$ cat src/rtl/median_iter_ctrl.sv
// Pass sequencer for the quickselect median datapath: scans the buffer, partitions samples
// around the pivot, handshakes with the next-iteration logic. MEDIAN_ITER_LIMIT_EN bounds passes.
module median_iter_ctrl #(
  parameter int         BUFF_SIZE     = 1024,
  parameter int         BUFF_SIZE_BIT = $clog2(BUFF_SIZE) + 1,
  parameter int         MEDIAN_POS    = BUFF_SIZE / 2,
  parameter logic [7:0] INIT_PIVOT    = 8'd127,
  parameter int         MAX_ITER      = 9
) (
  input  logic                     clk,
  input  logic                     rst_n,
  input  logic                     start,
  output logic                     busy,
  output logic                     mem_rd_en,
  output logic [BUFF_SIZE_BIT-2:0] mem_rd_addr,
  input  logic [7:0]               mem_rd_data,
  output logic                     up_next,
  input  logic [1:0]               case_in,
  output logic [BUFF_SIZE_BIT-1:0] lower_size,
  output logic [BUFF_SIZE_BIT-1:0] equal_size,
  output logic [BUFF_SIZE_BIT-1:0] larger_size,
  output logic [8:0]               max_lower,
  output logic [8:0]               min_lower,
  output logic [8:0]               max_larger,
  output logic [8:0]               min_larger,
  output logic [BUFF_SIZE_BIT-1:0] buff_size_samp,
  output logic [BUFF_SIZE_BIT-1:0] median_pos_samp,
  output logic [8:0]               pivot_samp,
  output logic [8:0]               second_median_samp,
  input  logic [7:0]               next_pivot,
  input  logic [7:0]               next_second_median,
  input  logic [BUFF_SIZE_BIT-1:0] next_buff_size,
  input  logic [BUFF_SIZE_BIT-1:0] next_median_pos,
  output logic [7:0]               median,
  output logic                     out_valid,
  input  logic                     out_ready,
  output logic                     iter_err
);

  typedef enum logic [2:0] {IDLE, PASS, DRAIN, UPDATE, CAPTURE, DONE} state_t;

  localparam logic [1:0] CASE_LOW  = 2'b00;
  localparam logic [1:0] CASE_EQ0  = 2'b01;
  localparam logic [1:0] CASE_EQ1  = 2'b10;
  localparam logic [1:0] CASE_LARG = 2'b11;

  localparam int                       ITER_W    = $clog2(MAX_ITER + 1);
  localparam logic [ITER_W-1:0]        ITER_SAT  = ITER_W'(MAX_ITER);
  localparam logic [BUFF_SIZE_BIT-2:0] ADDR_LAST = (BUFF_SIZE_BIT-1)'(BUFF_SIZE - 1);
  localparam logic [BUFF_SIZE_BIT-1:0] SIZE_INIT = BUFF_SIZE_BIT'(BUFF_SIZE);
  localparam logic [BUFF_SIZE_BIT-1:0] POS_INIT  = BUFF_SIZE_BIT'(MEDIAN_POS);
  localparam logic [BUFF_SIZE_BIT-1:0] CNT_ONE   = BUFF_SIZE_BIT'(1);
`ifdef MEDIAN_ITER_LIMIT_EN
  localparam logic [ITER_W-1:0]        ITER_LAST = ITER_W'(MAX_ITER - 1);
`endif

  state_t            state;
  logic [7:0]        lo, hi;
  logic [1:0]        case_q;
  logic [ITER_W-1:0] iter_cnt;
  logic              vld_p1;

  function automatic logic in_window(input logic [7:0] s, input logic [7:0] w_lo,
                                     input logic [7:0] w_hi);
    return (s >= w_lo) && (s <= w_hi);
  endfunction

  function automatic logic [8:0] ext9(input logic [7:0] s);
    return {1'b0, s};
  endfunction

  assign busy = (state != IDLE);
`ifndef MEDIAN_ITER_LIMIT_EN
  assign iter_err = 1'b0;
`endif

  always_ff @(posedge clk or negedge rst_n) begin
    if (!rst_n) begin
      state              <= IDLE;
      lo                 <= 8'd0;
      hi                 <= 8'd255;
      case_q             <= CASE_LOW;
      iter_cnt           <= '0;
      vld_p1             <= 1'b0;
      mem_rd_en          <= 1'b0;
      mem_rd_addr        <= '0;
      up_next            <= 1'b0;
      lower_size         <= '0;
      equal_size         <= '0;
      larger_size        <= '0;
      max_lower          <= 9'd0;
      max_larger         <= 9'd0;
      min_lower          <= 9'd255;
      min_larger         <= 9'd255;
      pivot_samp         <= ext9(INIT_PIVOT);
      second_median_samp <= ext9(INIT_PIVOT);
      median_pos_samp    <= POS_INIT;
      buff_size_samp     <= SIZE_INIT;
      median             <= 8'd0;
      out_valid          <= 1'b0;
`ifdef MEDIAN_ITER_LIMIT_EN
      iter_err           <= 1'b0;
`endif
    end else begin
      vld_p1  <= mem_rd_en;
      up_next <= 1'b0;

      // Stage p1: the sample returned one cycle after its read strobe
      if (vld_p1 && in_window(mem_rd_data, lo, hi)) begin
        if (mem_rd_data < pivot_samp[7:0]) begin
          lower_size <= lower_size + CNT_ONE;
          if (ext9(mem_rd_data) > max_lower) max_lower <= ext9(mem_rd_data);
          if (ext9(mem_rd_data) < min_lower) min_lower <= ext9(mem_rd_data);
        end else if (mem_rd_data == pivot_samp[7:0]) begin
          equal_size <= equal_size + CNT_ONE;
        end else begin
          larger_size <= larger_size + CNT_ONE;
          if (ext9(mem_rd_data) > max_larger) max_larger <= ext9(mem_rd_data);
          if (ext9(mem_rd_data) < min_larger) min_larger <= ext9(mem_rd_data);
        end
      end

      case (state)
        IDLE: begin
          if (start) begin
            pivot_samp         <= ext9(INIT_PIVOT);
            second_median_samp <= ext9(INIT_PIVOT);
            median_pos_samp    <= POS_INIT;
            buff_size_samp     <= SIZE_INIT;
            lo                 <= 8'd0;
            hi                 <= 8'd255;
            iter_cnt           <= '0;
            lower_size  <= '0;  equal_size <= '0;  larger_size <= '0;
            max_lower   <= 9'd0; max_larger <= 9'd0;
            min_lower   <= 9'd255; min_larger <= 9'd255;
            mem_rd_en   <= 1'b1;
            mem_rd_addr <= '0;
            state       <= PASS;
          end
        end
        PASS: begin
          if (mem_rd_addr == ADDR_LAST) begin
            mem_rd_en <= 1'b0;
            state     <= DRAIN;
          end else begin
            mem_rd_addr <= mem_rd_addr + 1'b1;
          end
        end
        DRAIN: begin
          up_next <= 1'b1;
          state   <= UPDATE;
        end
        UPDATE: begin
          case_q <= case_in;
          if (case_in == CASE_LOW)  hi <= pivot_samp[7:0] - 8'd1;
          if (case_in == CASE_LARG) lo <= pivot_samp[7:0] + 8'd1;
          state <= CAPTURE;
        end
        CAPTURE: begin
          pivot_samp         <= ext9(next_pivot);
          second_median_samp <= ext9(next_second_median);
          median_pos_samp    <= next_median_pos;
          buff_size_samp     <= next_buff_size;
          if (case_q == CASE_EQ0 || case_q == CASE_EQ1) begin
            median    <= next_pivot;
            out_valid <= 1'b1;
            state     <= DONE;
          end
`ifdef MEDIAN_ITER_LIMIT_EN
          else if (iter_cnt == ITER_LAST) begin
            median    <= next_pivot;
            out_valid <= 1'b1;
            iter_err  <= 1'b1;
            state     <= DONE;
          end
`endif
          else begin
            if (iter_cnt != ITER_SAT) iter_cnt <= iter_cnt + ITER_W'(1);
            lower_size  <= '0;  equal_size <= '0;  larger_size <= '0;
            max_lower   <= 9'd0; max_larger <= 9'd0;
            min_lower   <= 9'd255; min_larger <= 9'd255;
            mem_rd_en   <= 1'b1;
            mem_rd_addr <= '0;
            state       <= PASS;
          end
        end
        DONE: begin
          if (out_ready) begin
            out_valid <= 1'b0;
`ifdef MEDIAN_ITER_LIMIT_EN
            iter_err  <= 1'b0;
`endif
            state     <= IDLE;
          end
        end
        default: state <= IDLE;
      endcase
    end
  end

endmodule

$ cat config.mk
export PLATFORM = sky130hd
export DESIGN_NAME = median_iter_ctrl
export DESIGN_NICKNAME = d
export VERILOG_FILES = /design/src/rtl/median_iter_ctrl.sv
export SDC_FILE = /design/constraint.sdc
export NUM_CORES = 1
export LEC_CHECK = 0
export ABC_CLOCK_PERIOD_IN_PS = 3500
export BUFFER_PORTS_ARGS = -buffer_cell sky130_fd_sc_hd__clkbuf_2
export CAP_MARGIN = 10
export CORE_MARGIN = 2
export CORE_UTILIZATION = 50
export DETAILED_ROUTE_END_ITERATION = 10
export HOLD_SLACK_MARGIN = 0.12
export PLACE_DENSITY_LB_ADDON = 0.15
export SKIP_CTS_REPAIR_TIMING = 1
export SLEW_MARGIN = 25
export SYNTH_ARGS = -nofsm -noshare
export SYNTH_HDL_FRONTEND = slang
export SYNTH_SLANG_ARGS = --single-unit
$ cat constraint.sdc
create_clock -name clk -period 3.5 [get_ports clk]
set_input_delay 0.175 -clock clk [delete_from_list [all_inputs] [get_ports clk]]
set_output_delay 0.175 -clock clk [all_outputs]
set_load 0.03 [all_outputs]
# Word level (Yosys, flattened, before mapping)
# Index checks and enable logic that the tools add are counted.
# W data, S select, Z words.
# word_totals
register_bits	152
in_bits	52
out_inout_bits	132
word_cells	143
# classes
addsub	6
n_lt_le_gt_ge	7
eq_ne	18
muxes	73
n_reduce_logical	18
# ops
op	count
$mux W9	23
$mux W11	16
$pmux W11 S2	5
$pmux W9 S2	6
$add A11 B1 Y11 const B	3
$mux W8	4
$pmux W8 S2	2
$mux W10	3
$pmux W10 S3	1
$gt A8 B9 Y1	2
$lt A8 B9 Y1	2
$pmux W3 S6	1
$ne A2 B2 Y1 const B	8
$mux W3	4
$reduce_and A3 Y1	4
$add A10 B1 Y10 const B	1
$eq A10 B10 Y1 const B	1
$add A8 B1 Y8 const B	1
$eq A8 B8 Y1	1
$ge A8 B8 Y1	1
$le A8 B8 Y1	1
$lt A8 B8 Y1	1
$reduce_and A4 Y1	2
$sub A8 B1 Y8 const B	1
other kinds (15)	28

# Longest topological paths before layout
# depth
ltp_word	7
ltp_mapped	11
mapped_depth_nobuf	9

# Worst setup path before layout
# Ideal clock, no wire load.
# synth_path
kind	register to register
startpoint	reg pivot_samp[6]
endpoint	reg max_lower[0]
setup_ns	0.080
arrival_ns	2.689
required_ns	3.420
path_slack_ns	0.732
path_stages_with_launch	9
n_path_buf	0
synth_period_minus_slack_ns	2.768
path_cell_list	dfstp_2 inv_1 ha_1 a21oi_1 a21boi_0 nor3_4 nand2_2 a2111oi_4 mux2i_1
# synth_via
elab_chain_cells	5
word_cells_on_any_way	6
classes_between	order compare (1); mux (5)
# synth_rtl
item	line_no	text
start: declaration	28	output logic [8:0] pivot_samp,
start signal: assignment	95	pivot_samp <= ext9(INIT_PIVOT);
start signal: assignment	126	pivot_samp <= ext9(INIT_PIVOT);
start signal: assignment	160	pivot_samp <= ext9(next_pivot);
$lt A8 B8 Y1 *	110	if (mem_rd_data < pivot_samp[7:0]) begin
$mux W9 *	110	
$mux W9 *	109	if (vld_p1 && in_window(mem_rd_data, lo, hi)) begin
$mux W9 (on tied branches)	164, 125	
$pmux W9 S2 *	123	case (state)
end signal: assignment	112	if (ext9(mem_rd_data) > max_lower) max_lower <= ext9(mem_rd_data);
end: declaration	22	output logic [8:0] max_lower,
# Mark *: on every way between the ends. The rest lies on a longest branch, timed or not.
# A chain may end at the register's enable or synchronous reset.

# Worst setup path after layout
# layout_path
startpoint	reg pivot_samp[6]
endpoint	reg equal_size[9]
# layout_via
elab_chain_cells	6
word_cells_on_any_way	8
classes_between	order compare (1); eq/ne (1); mux (6)
# layout_rtl
item	line_no	text
parallel branches: the longest is 2 deep, another holds $lt A8 B8 Y1	--	
$mux W11 *	110	
$mux W11 *	109	
$mux W11 (on tied branches)	164, 125	
$pmux W11 S2 *	123	
end signal: assignment	115	equal_size <= equal_size + CNT_ONE;
end: declaration	20	output logic [BUFF_SIZE_BIT-1:0] equal_size,
# Every way passes the cells marked *.

==> impl_results.md <==
* Outcome: finished clean
* Final core occ at 64.88%
* Ys async rst share at 100.0%
* Synthesized area at 7975 um^2
* DRC Markers at 0
* Via density at 5.342
* Crit Reg-Reg Endpoint: equal_size[9]$_DFF_PN0_
* Final Hold Viols at 0
* N_diodes at 0
* Predominant post-synthesis flop cell: dfrtp_1
* Crit end category: register
* Worst-path clk slew at 0.06 ns
* FF+latch count, synth at 150
* Critical Path Sink: equal_size[9]$_DFF_PN0_
* First-pass GRT wire length at 32330 um
* H-tree levels at 4
* Total number of vias at 6923
* GRT busiest layer: met2
* FF-to-FF setup slack at 0.51 ns
* CTS buffer count at 17
* Area fraction in and, or, nand and nor cells after synthesis at 20.66%
* Clock Skews at 0.008710 ns
* Worst EP required at 3.84 ns
* Ports at 184
* Slew HR at 38.82%
* Post-synth top area share at 34.52%
* DRT Wirelength at 20570 um
* Post-synth top area cell: dfrtp_1
* Placed cells at 1219
* Core area at 15710 um^2
* Crit path launch type: register
* Largest net degree at the start of global routing at 103
* Pins over their slew limit at 0
* IO Port Bufs at 180
* Setup-failing EPs final at 0
* FF-to-FF Start: pivot_samp[6]$_DFFE_PN1P_
* DP Wirelength at 13820 um
* Synth Area in Compound Gates at 11.15%
* Clock latency on the worst-skew pair at 0.43 ns
* Period utilization at 85.56%
* Area contributors post-synth: dfrtp_1 (35%), dfstp_2 (13%), ha_1 (9.4%), nand2_1 (5.2%), nand3_1 (4.0%)
* Initial antenna violation count at 0
* Grt met3 use at 6.191%
* Post-Synth XOR/XNOR Area at 3.734%
* Met1 usage at 33.38%
* Final net count at 1179
* Initial DRT Pass Iterations at 5
* Min-Delay Path Class: in -> reg
* Netlist cell types at 53
* Final total power at 6.058 mW
* Fmax at 0.3339 GHz
* Lkg Pwr at 5.039 nW
* Met2 Track Usage GR at 37.73%
* Avg WL per Cell at 15.88 um
* Initial Util at 50.76%
* Tmin final at 2.995 ns
* Grt ovf at 0
* Final Non-Filler Cells at 1296
* Largest family of logic cells by synthesized area: simple AND/OR/NAND/NOR gates
* Crit-path max FO at 12
* 1st-iter DRT viols at 359
* Final instance area at 10190 um^2
* FP Rows at 46
* TNS Setup at 0 ns
* Global placement routability congestion at 0.8349
* CTS sink cnt at 150
* MaxCap Viol Count at 0
* Die area at 16980 um^2
* P per Cell Area at 594.2 nW/um^2
* RSZ-0062 raised after global routing: no
* Die height at 130.3 um
* Synth Area in Adders at 9.413%
* Syn-to-layout area delta at 27.83%
* Gate Count Post-Synth at 848
* Syn avg cell area at 9.405 um^2
* Root Buffer: clkbuf_16
* Vias in the first global route at 6463
* CTS tree: built
* Antenna Nets Post-Route at 0
* Crit path DAT at 3.34 ns
* Worst-Margin Slew at 0.9143 ns
* Synthesis Warnings at 0
* Gr usage total at 24.07%
* Sequential share of the synthesized area at 47.69%
* Setup CP Type: reg -> reg
* Die Wd at 130.3 um
* Path depth of the worst reg2reg path at 8
* Critical path origin: pivot_samp[6]$_DFFE_PN1P_
* Mux cell area share after synthesis at 2.542%
* Post-synth EDFFs at 0
* Worst VDD drop at 0.3283 mV
* Post-Place Cell Area at 9114 um^2
* Share of layout cells above drive strength 1 at 26.02%
* Clk buf depth at 2
==> registers in the layout (all words and copies together), names as in the netlist, 10 cells and up <==
| signal | count |
|---|---|
| lower_size | 11 |
| median_pos_samp | 11 |
| larger_size | 11 |
| equal_size | 11 |
| mem_rd_addr | 10 |
| buff_size_samp | 11 |
==> through the flow <==
| stage | setup WS, ns | hold WS (ns) |
|---|---|---|
| 6_report | 0.5054 | 0.2457 |
| 5_1_grt | 0.2418 | 0.2591 |
| 4_1_cts | 0.5290 | -0.1055 |
| 3_5_place_dp | 0.5634 | 0.3558 |
| 3_3_place_gp | 0.6260 | 0.3647 |
| 2_1_floorplan | 0.7315 | -0.1206 |
==> cell families (layout without fill, tap and decap cells) <==
group	Yosys count	in the layout
buffers and inverters	97	327
AO/OA/AOI/OAI	144	144
XOR/XNOR	34	34
multiplexers	19	19
AND/OR/NAND/NOR	343	343
flip-flops	150	150
other	1	3
adder cells (fa/ha/maj)	60	60
==> layout by cell type, fill, tap and decap left out, types with 7 or more instances in the layout <==
master         count
clkbuf_2         179
nand2_1          111
dfrtp_1          110
nor2_1            65
nand3_1           63
ha_1              60
inv_1             58
a21oi_1           44
dlygate4sd3_1     44
dfstp_2           40
o21ai_0           38
nand4_1           21
xor2_1            21
a31oi_1           20
nor3_1            17
clkbuf_16         17
o211ai_1          14
and3_1            13
xnor2_1           13
buf_4             12
mux2_2            10
or3_1              9
nand2b_1           9
mux2i_1            9
and2_1             9
a21o_1             8
or4_1              7
==> cells in the mapped netlist (all sizes together) (10+ instances only) <==
master  count
nand2     112
clkbuf     29
o211ai     14
xnor2      13
nor3       18
o21ai      40
mux2       10
ha         60
nor2       65
xor2       21
a21oi      44
dfstp      40
inv        58
nand3      63
nand4      21
buf        10
a31oi      20
and3       13
dfrtp     110
==> worst min path at each step <==
stage / startpoint / end / slack (ns) / cells past startpoint
2_1_floorplan: rst_n / buff_size_samp[0]$_DFFE_PN0P_ / -0.12 / 0
3_3_place_gp: next_buff_size[2] / buff_size_samp[2]$_DFFE_PN0P_ / 0.36 / 3
3_5_place_dp: rst_n / max_lower[8]$_DFF_PN0_ / 0.36 / 1
4_1_cts: rst_n / max_lower[8]$_DFF_PN0_ / -0.11 / 1
5_1_grt: mem_rd_data[2] / max_lower[2]$_DFF_PN0_ / 0.26 / 3
6_report: mem_rd_data[2] / max_lower[2]$_DFF_PN0_ / 0.25 / 3
==> critical path, stage by stage (launching register included) <==
cell and delay (ns):
dfstp_2 0.57, inv_1 0.10, ha_1 0.33, nand4_1 0.17
a21oi_1 0.36, or3_1 0.26, nand3_1 0.34, or4_1 0.61
a21oi_1 0.15
==> metal layers <==
layer | share of wire [%] | vias to the layer above
li1 | - | 3391
met1 | 46 | 3303
met2 | 47 | 202
met3 | 5.9 | 27
met4 | 1.4 | 0
met5 | 0 | -
==> where the power goes <==
group	internal [mW]	switching (mW)	total, mW
logic	0.627	1.19	1.82
clock network	1.17	0.756	1.92
registers	2.08	0.240	2.32
==> layout make-up <==
class                      count  area [um^2]
fill                        1298         5518
multi-input combinational    603         3819
sequential                   150         3804
timing repair buffer         237         1460
clock buffer                  19        452.9
tap                          216        270.3
inverter                      58        217.7
clock inverter                13        171.4
(Power assumes the default switching activity.)
